File: src/rtl/lane_game_engine.sv
// rtl/lane_game_engine.sv - obstacle-lane game core with rotating lanes, player, lives, score and pixel query
module lane_game_engine #(
    parameter int COLS  = 20,
    parameter int LANES = 13,
    parameter int LIVES = 3,
    parameter int SPD_W = 3,
    localparam int COL_W = $clog2(COLS),
    localparam int ROW_W = $clog2(LANES + 2),
    localparam int LIV_W = $clog2(LIVES + 1)
) (
    input  logic             clk,
    input  logic             reset_n,
    input  logic             start,
    input  logic             lane_tick,
    input  logic             move_tick,
    input  logic             btn_up,
    input  logic             btn_down,
    input  logic             btn_left,
    input  logic             btn_right,
    input  logic             cfg_we,
    input  logic [ROW_W-1:0] cfg_lane,
    input  logic [COLS-1:0]  cfg_pattern,
    input  logic             cfg_dir,
    input  logic [SPD_W-1:0] cfg_period,
    input  logic [COL_W-1:0] px_col,
    input  logic [ROW_W-1:0] px_row,
    output logic             px_obst,
    output logic             px_player,
    output logic [COL_W-1:0] player_col,
    output logic [ROW_W-1:0] player_row,
    output logic [7:0]       score,
    output logic [LIV_W-1:0] lives,
    output logic [2:0]       state,
    output logic             hit_pulse,
    output logic             win_pulse
);

    typedef enum logic [2:0] {
        S_IDLE = 3'd0,
        S_PLAY = 3'd1,
        S_HIT  = 3'd2,
        S_WIN  = 3'd3,
        S_OVER = 3'd4
    } state_t;

    localparam logic [COL_W-1:0] START_COL  = COL_W'(COLS / 2);
    localparam logic [ROW_W-1:0] START_ROW  = ROW_W'(LANES + 1);
    localparam logic [COL_W-1:0] LAST_COL   = COL_W'(COLS - 1);
    localparam logic [LIV_W-1:0] FULL_LIVES = LIV_W'(LIVES);

    state_t cur, nxt;

    logic [COLS-1:0]  pattern [1:LANES];
    logic             dir     [1:LANES];
    logic [SPD_W-1:0] period  [1:LANES];
    logic [SPD_W-1:0] cnt     [1:LANES];

    logic             start_q;
    logic             start_rise;
    logic             collide;
    logic             frozen;
    logic             col_ok;
    logic             px_obst_d;
    logic             px_player_d;
    logic [ROW_W-1:0] move_row;
    logic [COL_W-1:0] move_col;

    assign state      = cur;
    assign start_rise = start & ~start_q;
    assign frozen     = (cur == S_IDLE) || (cur == S_OVER);
    // widened compare keeps the range check correct even when COLS is a power of two
    assign col_ok     = ({1'b0, px_col} < (COL_W + 1)'(COLS));

    function automatic logic [COLS-1:0] rotate(input logic [COLS-1:0] p, input logic d);
        return d ? {p[COLS-2:0], p[COLS-1]} : {p[0], p[COLS-1:1]};
    endfunction

    always_comb begin
        collide   = 1'b0;
        px_obst_d = 1'b0;
        for (int l = 1; l <= LANES; l++) begin
            if (player_row == ROW_W'(l)) collide = pattern[l][player_col];
            if (col_ok && px_row == ROW_W'(l)) px_obst_d = pattern[l][px_col];
        end
        px_player_d = col_ok && (px_row == player_row) && (px_col == player_col);
    end

    always_comb begin
        move_row = player_row;
        move_col = player_col;
        if (move_tick && $onehot({btn_up, btn_down, btn_left, btn_right})) begin
            if (btn_up && player_row != '0)           move_row = player_row - 1'b1;
            if (btn_down && player_row != START_ROW)  move_row = player_row + 1'b1;
            if (btn_left && player_col != '0)         move_col = player_col - 1'b1;
            if (btn_right && player_col != LAST_COL)  move_col = player_col + 1'b1;
        end
    end

    always_comb begin
        nxt = cur;
        case (cur)
            S_IDLE, S_OVER: if (start_rise) nxt = S_PLAY;
            S_PLAY: begin
                if (collide)                nxt = S_HIT;
                else if (player_row == '0)  nxt = S_WIN;
            end
            S_HIT:   nxt = (lives == LIV_W'(1)) ? S_OVER : S_PLAY;
            S_WIN:   nxt = S_PLAY;
            default: nxt = S_IDLE;
        endcase
    end

    always_ff @(posedge clk) begin
        if (!reset_n) cur <= S_IDLE;
        else          cur <= nxt;
    end

    always_ff @(posedge clk) begin
        if (!reset_n) begin
            for (int l = 1; l <= LANES; l++) begin
                pattern[l] <= '0;
                dir[l]     <= 1'b0;
                period[l]  <= '0;
                cnt[l]     <= '0;
            end
            player_col <= START_COL;
            player_row <= START_ROW;
            lives      <= FULL_LIVES;
            score      <= '0;
            px_obst    <= 1'b0;
            px_player  <= 1'b0;
            hit_pulse  <= 1'b0;
            win_pulse  <= 1'b0;
            start_q    <= 1'b0;
        end else begin
            start_q   <= start;
            px_obst   <= px_obst_d;
            px_player <= px_player_d;
            hit_pulse <= (nxt == S_HIT);
            win_pulse <= (nxt == S_WIN);
            for (int l = 1; l <= LANES; l++) begin
                if (frozen) begin
                    if (cfg_we && cfg_lane == ROW_W'(l)) begin
                        pattern[l] <= cfg_pattern;
                        dir[l]     <= cfg_dir;
                        period[l]  <= cfg_period;
                        cnt[l]     <= '0;
                    end
                end else if (lane_tick) begin
                    if (cnt[l] == period[l]) begin
                        cnt[l]     <= '0;
                        pattern[l] <= rotate(pattern[l], dir[l]);
                    end else begin
                        cnt[l] <= cnt[l] + 1'b1;
                    end
                end
            end
            case (cur)
                S_IDLE, S_OVER: begin
                    if (start_rise) begin
                        lives      <= FULL_LIVES;
                        score      <= '0;
                        player_col <= START_COL;
                        player_row <= START_ROW;
                    end
                end
                S_PLAY: begin
                    // a move never lands on the edge that leaves PLAY
                    if (!collide && player_row != '0) begin
                        player_row <= move_row;
                        player_col <= move_col;
                    end
                end
                S_HIT: begin
                    lives      <= lives - 1'b1;
                    player_col <= START_COL;
                    player_row <= START_ROW;
                end
                S_WIN: begin
                    if (score != 8'hFF) score <= score + 8'd1;
                    player_col <= START_COL;
                    player_row <= START_ROW;
                end
                default: ;
            endcase
        end
    end

endmodule

File: config.mk
export PLATFORM = sky130hd
export DESIGN_NAME = lane_game_engine
export DESIGN_NICKNAME = d
export VERILOG_FILES = /design/src/rtl/lane_game_engine.sv
export SDC_FILE = /design/constraint.sdc
export NUM_CORES = 1
export LEC_CHECK = 0
export ABC_AREA = 0
export BUFFER_PORTS_ARGS = -buffer_cell sky130_fd_sc_hd__buf_2
export CAP_MARGIN = 20
export CORE_MARGIN = 2
export CORE_UTILIZATION = 50
export CTS_CLUSTER_SIZE = 25
export DETAILED_ROUTE_END_ITERATION = 6
export PLACE_DENSITY = 0.66
export SYNTH_ARGS = -nofsm -noshare
export SYNTH_HDL_FRONTEND = slang
export SYNTH_SLANG_ARGS = --single-unit
File: constraint.sdc
create_clock -name clk -period 3.6 [get_ports clk]
set_clock_uncertainty 0.1 [all_clocks]
set_input_delay 0.54 -clock clk [delete_from_list [all_inputs] [get_ports clk]]
set_output_delay 0.54 -clock clk [all_outputs]
set_load 0.02 [all_outputs]
==> results.toml, run 1 <==
[outcome]
outcome = "finished, final reports clean"

[floorplanning]
rows = 80
initial_core_util = 0.504
die_x_um = 223
dieHeight_um = 223
io_pins = 73
die_area_um2 = 49600
core_area_um2 = 47400

[logic_synthesis]
synth.avg_cell_area_um2 = 11.3
ys_async_sr_fraction = 0
synth_fa_ha_area_frac = 0.0142
synth_compound_area_frac = 0.0938
synthCells = 2116
netlist_top_cells_area = "edfxtp_1 (44%), mux2i_1 (13%), mux4_2 (11%)"
synth_top_area_frac = 0.440
synth_top_family_by_area = "multiplexers"
ys_top_cells_by_count = "edfxtp_1 (351), nand2_1 (346), mux2i_1 (309)"
synth-seq-cells = 378
yosysTopAreaCell = "edfxtp_1"
ys_warn_count = 0
synth_flop_cell = "edfxtp_1"
synthSimpleGateAreaFrac = 0.110
synth_nets = 2189
yosysMostFrequentCell = "edfxtp_1"
synthXorXnorAreaFrac = 0.0260
synth_edf_count = 351
synth_area_um2 = 23900
synth.yosys.seq_area_share = 0.463
ys_types = 78
muxShareOfSynthArea = 0.251

[clocking]
cts_buffer_depth = 3
cts_tree = "yes"
clockRootBuffer = "clkbuf_16"
clkLatencyLatePin_ps = 590
htreeDepth = 2
cts_buffers = 45
ctsHoldBuffers = 0
ctsResizeCount = 0
clkSinkCount = 378
post_cts_buffers = 0
clk_pin_slew_ps = 60

[finish]
drive_gt1_frac = 0.163
final_util = 0.557
nets = 2217
area_growth_pct = 10.4
fill_cells = 3973

[power]
power_leakage_nw = 9.75
power.density_nw_per_um2 = 422
vdd_ir_drop_max_v = 0.000287

[setup_path]
path_delay_family = "compound AO/OA/AOI/OAI gates"
crit_slowest_cell = "dfxtp_2"
cp.required_ps = 3990
cp_num_buf_inv = 1
max_stage_delay_ps = 730
criticalPathCategory = "flop to flop"
arrival_ps = 3790
path_cells = "buf_4 -> nor2_1 -> a22oi_1 -> o211ai_1 -> o221ai_1 -> a31o_2 -> o211ai_2 -> a21boi_2 -> or2_1 -> mux2i_1"
end_kind = "flop"
start_kind = "flop"
crit_fanout = 15

[timing]
hold_viol = 0
worst_pin_slew_ps = 1100
setup_ws_ps = 203
setup_tns_ps = 0
setup_viol = 0
fin_hold_ws_ps = 69.6
fin_crit_ps = 3400
timing.fmax_mhz = 294
period_share = 0.944
slew_headroom = 0.267
slew_viol_final = 0
rsz0062_at_grt = "no"

[grt]
grt_max_degree = 37
overflow = 0
grt_antenna_before_repair = 3
track_usage = 0.289
grt_pass1_wl_mm = 108
grt_pass1_vias = 17300

[placed_design]
port_buffers = 72
dp_hpwl_mm = 47.6
globalplace.congestion = 0.904
pre_cts_slack_ps = 136

[route]
drtPass1Iterations = 6
wl_mm = 72.1
vias = 18100
vias_per_cell = 6.47
drtIter0Drc = 2271
postRouteAntennaNets = 0
wire_per_inst_um = 25.8
drc = 0

[job]
max_cap_viol_count = 0

[worst_hold_path]
holdCritPathClass = "input port to flop"
==> through the flow <==
stage,power (mW),std cells,area [um^2]
floorplan,6.24,2116,23900
global placement,6.69,2707,24900
detailed placement,6.72,2707,24900
CTS,11.2,2787,26300
global route,11.5,2792,26400
finish,11.2,2793,26400
==> layout make-up <==
cell class / count / area [um^2] / area share
Sequential cell: 378 / 11100 / 0.420
Inverter: 45 / 169 / 0.00639
Tap cell: 615 / 769 / 0.0291
Clock inverter: 25 / 179 / 0.00677
Multi-Input combinational cell: 1526 / 11900 / 0.448
Clock buffer: 55 / 1250 / 0.0472
Timing Repair Buffer: 148 / 1120 / 0.0424
Antenna cell: 1 / 2.50 / 0.0000947
==> worst reg2reg max path, delay by kind of cell (launching register included) <==
| kind | cells | cell delay [ps] |
|---|---|---|
| buf+inv | 1 | 310 |
| simple gates | 2 | 490 |
| flops | 1 | 730 |
| compound gates | 6 | 1440 |
| mux | 1 | 240 |
==> cell usage in the layout, fill, tap and decap left out, drive strengths merged, types with 4 or more instances in the layout <==
cell type  synthesis  final
mux4             123    123
and3               9      9
nor2b             15     15
nand3             23     23
clkbuf           130     55
dfxtp             27     27
a22oi              8      8
a22o               4      4
o21a              17     17
a21oi             25     25
nand4              5      5
xnor2             18     18
a31oi              9      9
buf               36    148
or2                5      5
and2              54     54
nor3              18     18
mux2               9      9
edfxtp           351    351
nor2              81     81
o21ai            281    281
inv               44     49
a211oi             6      6
nand2            346    346
a32oi              4      4
mux2i            309    309
nor3b              4      4
o22ai              5      5
a21o               4      4
xor2              53     53
clkinv             1     17
nand2b            18     18
ha                24     24
==> per-layer routing <==
layer	share of wire	GRT usage	routed length, um	vias up
met4	0.051	0.137	3700	4
li1	-	-	-	7936
met2	0.44	0.430	31700	994
met5	0.00037	0	27	-
met1	0.41	0.406	29600	8938
met3	0.099	0.0625	7170	194
==> worst paths after layout <==
path,startpoint,end,slack (ps),cells after the start
max,player_col[2],player_col[4],200,10
min reg2reg,lives[1],lives[1],410,2
max reg2reg,player_col[2],player_col[4],200,10
min,start,start_q,70,2
==> kinds of logic after synthesis <==
family / after synthesis
and+or+nand+nor: 593
muxes: 441
adders and majority gates: 26
buffers and inverters: 212
AOI/OAI and AO/OA: 395
xor gates and xnor gates: 71
DFF: 378
==> report_power, final <==
group          leakage [nW]  internal, mW  switching, mW
Sequential             3.87          5.02          0.261
Clock                 0.706          2.60           1.88
Combinational          5.18         0.600          0.798
==> sequential cells by signal, summed over array words and instances, names as in the netlist <==
signal      cells
cnt            39
dir            13
player_row      4
pattern       260
player_col      5
px_player       1
lives           2
hit_pulse       1
win_pulse       1
px_obst         1
start_q         1
state           3
score           8
period         39
Note: power is estimated with default switching activity, not from simulation.
==> run 2, diff against run 1 <==
- CAP_MARGIN: 20 -> 10
- GPL_ROUTABILITY_DRIVEN: not set -> 0
- GPL_TIMING_DRIVEN: not set -> 0
==> results.toml, run 2 (same netlist as run 1, synthesis figures left out) <==
[clocking]
cts_tree = "yes"
clk_pin_slew_ps = 60
cts_buffers = 44
htreeDepth = 2
cts_buffer_depth = 3
post_cts_buffers = 0
clkSinkCount = 378
clkLatencyLatePin_ps = 600
clockRootBuffer = "clkbuf_16"

[setup_path]
r2r_start = "player_col[1]"
start_kind = "flop"
cp.required_ps = 3980
crit_fanout = 10
endpoint = "player_row[1]"
rrSetupSlack_ps = 10
reg2regPathDepth = 13
end_kind = "flop"
criticalPathCategory = "flop to flop"
arrival_ps = 3970
crit_path_start = "player_col[1]"
worstReg2RegEnd = "player_row[1]"

[route]
drtIter0Drc = 2825
vias = 18900
wl_mm = 79.5
vias_per_cell = 6.57
postRouteAntennaNets = 0
wire_per_inst_um = 27.6
drc = 0
drtPass1Iterations = 6

[timing]
worst_pin_slew_ps = 1450
setup_ws_ps = 11.7
setup_tns_ps = 0
slew_headroom = 0.0317
fin_hold_ws_ps = 83.8
hold_viol = 0
period_share = 0.997
fin_crit_ps = 3590
timing.fmax_mhz = 279
setup_viol = 0
slew_viol_final = 0
rsz0062_at_grt = "no"

[finish]
nets = 2302
multiInputGateArea_um2 = 11900
stdcell_count = 2878
area_growth_pct = 11.1
drive_gt1_frac = 0.142
fill_cells = 4044
largest_reg_flops = 260
final_cell_mix = "edfxtp_1 (351), nand2_1 (342), mux2i_1 (308)"
seqCellArea_um2 = 11100
final_common_cell = "edfxtp_1"
regMostFlops = "pattern"
reg_top3 = "pattern: 260 flops, cnt: 39 flops, period: 39 flops"
stdcell_area_um2 = 26600

[grt]
grt_antenna_before_repair = 6
grt.met3_usage = 0.0877
overflow = 0
use_met2 = 0.469
grt_use_met1 = 0.433
grt_max_degree = 21
grt_pass1_wl_mm = 117
top_usage_layer = "met2"
grt_pass1_vias = 18000
track_usage = 0.319

[placed_design]
dp_hpwl_mm = 55.6
pre_cts_slack_ps = -681
placed_cell_area_um2 = 25100
port_buffers = 64
dp.cells = 2798

[power]
vdd_ir_drop_max_v = 0.000373
power.density_nw_per_um2 = 427
power_leakage_nw = 9.68

[floorplanning]
die_x_um = 223
dieHeight_um = 223
core_area_um2 = 47400
initial_core_util = 0.504
rows = 80
die_area_um2 = 49600
io_pins = 73

[job]
max_cap_viol_count = 0

[outcome]
outcome = "finished, final reports clean"

[worst_hold_path]
holdCritPathClass = "input port to flop"
==> run 2: cell count changes in the layout (fill, tap and decap cells not counted), sizes merged <==
cell	change
buf	-45
bufinv	+2
clkbuf	+133
clkdlybuf4s50	+1
clkinv	-3
clkinvlp	+1
inv	-4
==> run 2: timing repair <==
action | in CTS | in global routing
setup endpoints to repair | 131 | 65
hold buffers | 0 | 0
resized for setup | 16 | 11
gates cloned | 0 | 0
==> run 2: area by class of cell <==
class                      count  share of cell area
antenna                        1           0.0000941
buffer                       166              0.0321
clock buffer                  58              0.0457
clock inverter                21             0.00790
inverter                      45             0.00640
multi-input combinational   1526               0.447
sequential                   378               0.417
tap                          615              0.0289
timing repair buffer          68              0.0148
==> run 2: worst max-delay path, stage by stage (launching register included) <==
cell      delay (ps)
dfxtp_1          430
buf_6            260
buf_6            260
buf_4            290
buf_6            240
mux2i_1          340
nand3_1          130
a31oi_1          140
o21ai_0          170
and3_1           290
o211ai_4         130
a21boi_4         130
a21oi_2          190
mux2_2           350
==> run 2: how the worst min path moves through the flow <==
| stage | startpoint | to | slack, ps | cells past startpoint |
|---|---|---|---|---|
| after floorplan | cnt[0][3] | cnt[0][3] | 480 | 1 |
| after global placement | lives[1] | lives[1] | 400 | 2 |
| after detailed placement | lives[1] | lives[1] | 420 | 2 |
| after CTS | start | start_q | 70 | 2 |
| after global routing | start | start_q | 100 | 2 |
| final | start | start_q | 80 | 2 |
==> run 2: power breakdown <==
part,internal (mW),switching [mW],total [mW]
combinational,0.613,0.942,1.56
sequential,5.02,0.218,5.24
clock,2.66,1.90,4.56
total,8.29,3.06,11.3
==> run 2: layer usage <==
layer,part of all wire,vias to the layer above
met5,0.00057,-
met4,0.058,6
met3,0.13,262
met2,0.43,1326
met1,0.38,9213
li1,-,8109
==> run 2: stage by stage <==
step	power [mW]	utilization
final	11.3	0.561
after detailed placement	6.81	0.529
after floorplan	6.24	-
after CTS	11.3	0.560
after global routing	11.6	0.561
after global placement	6.77	0.527
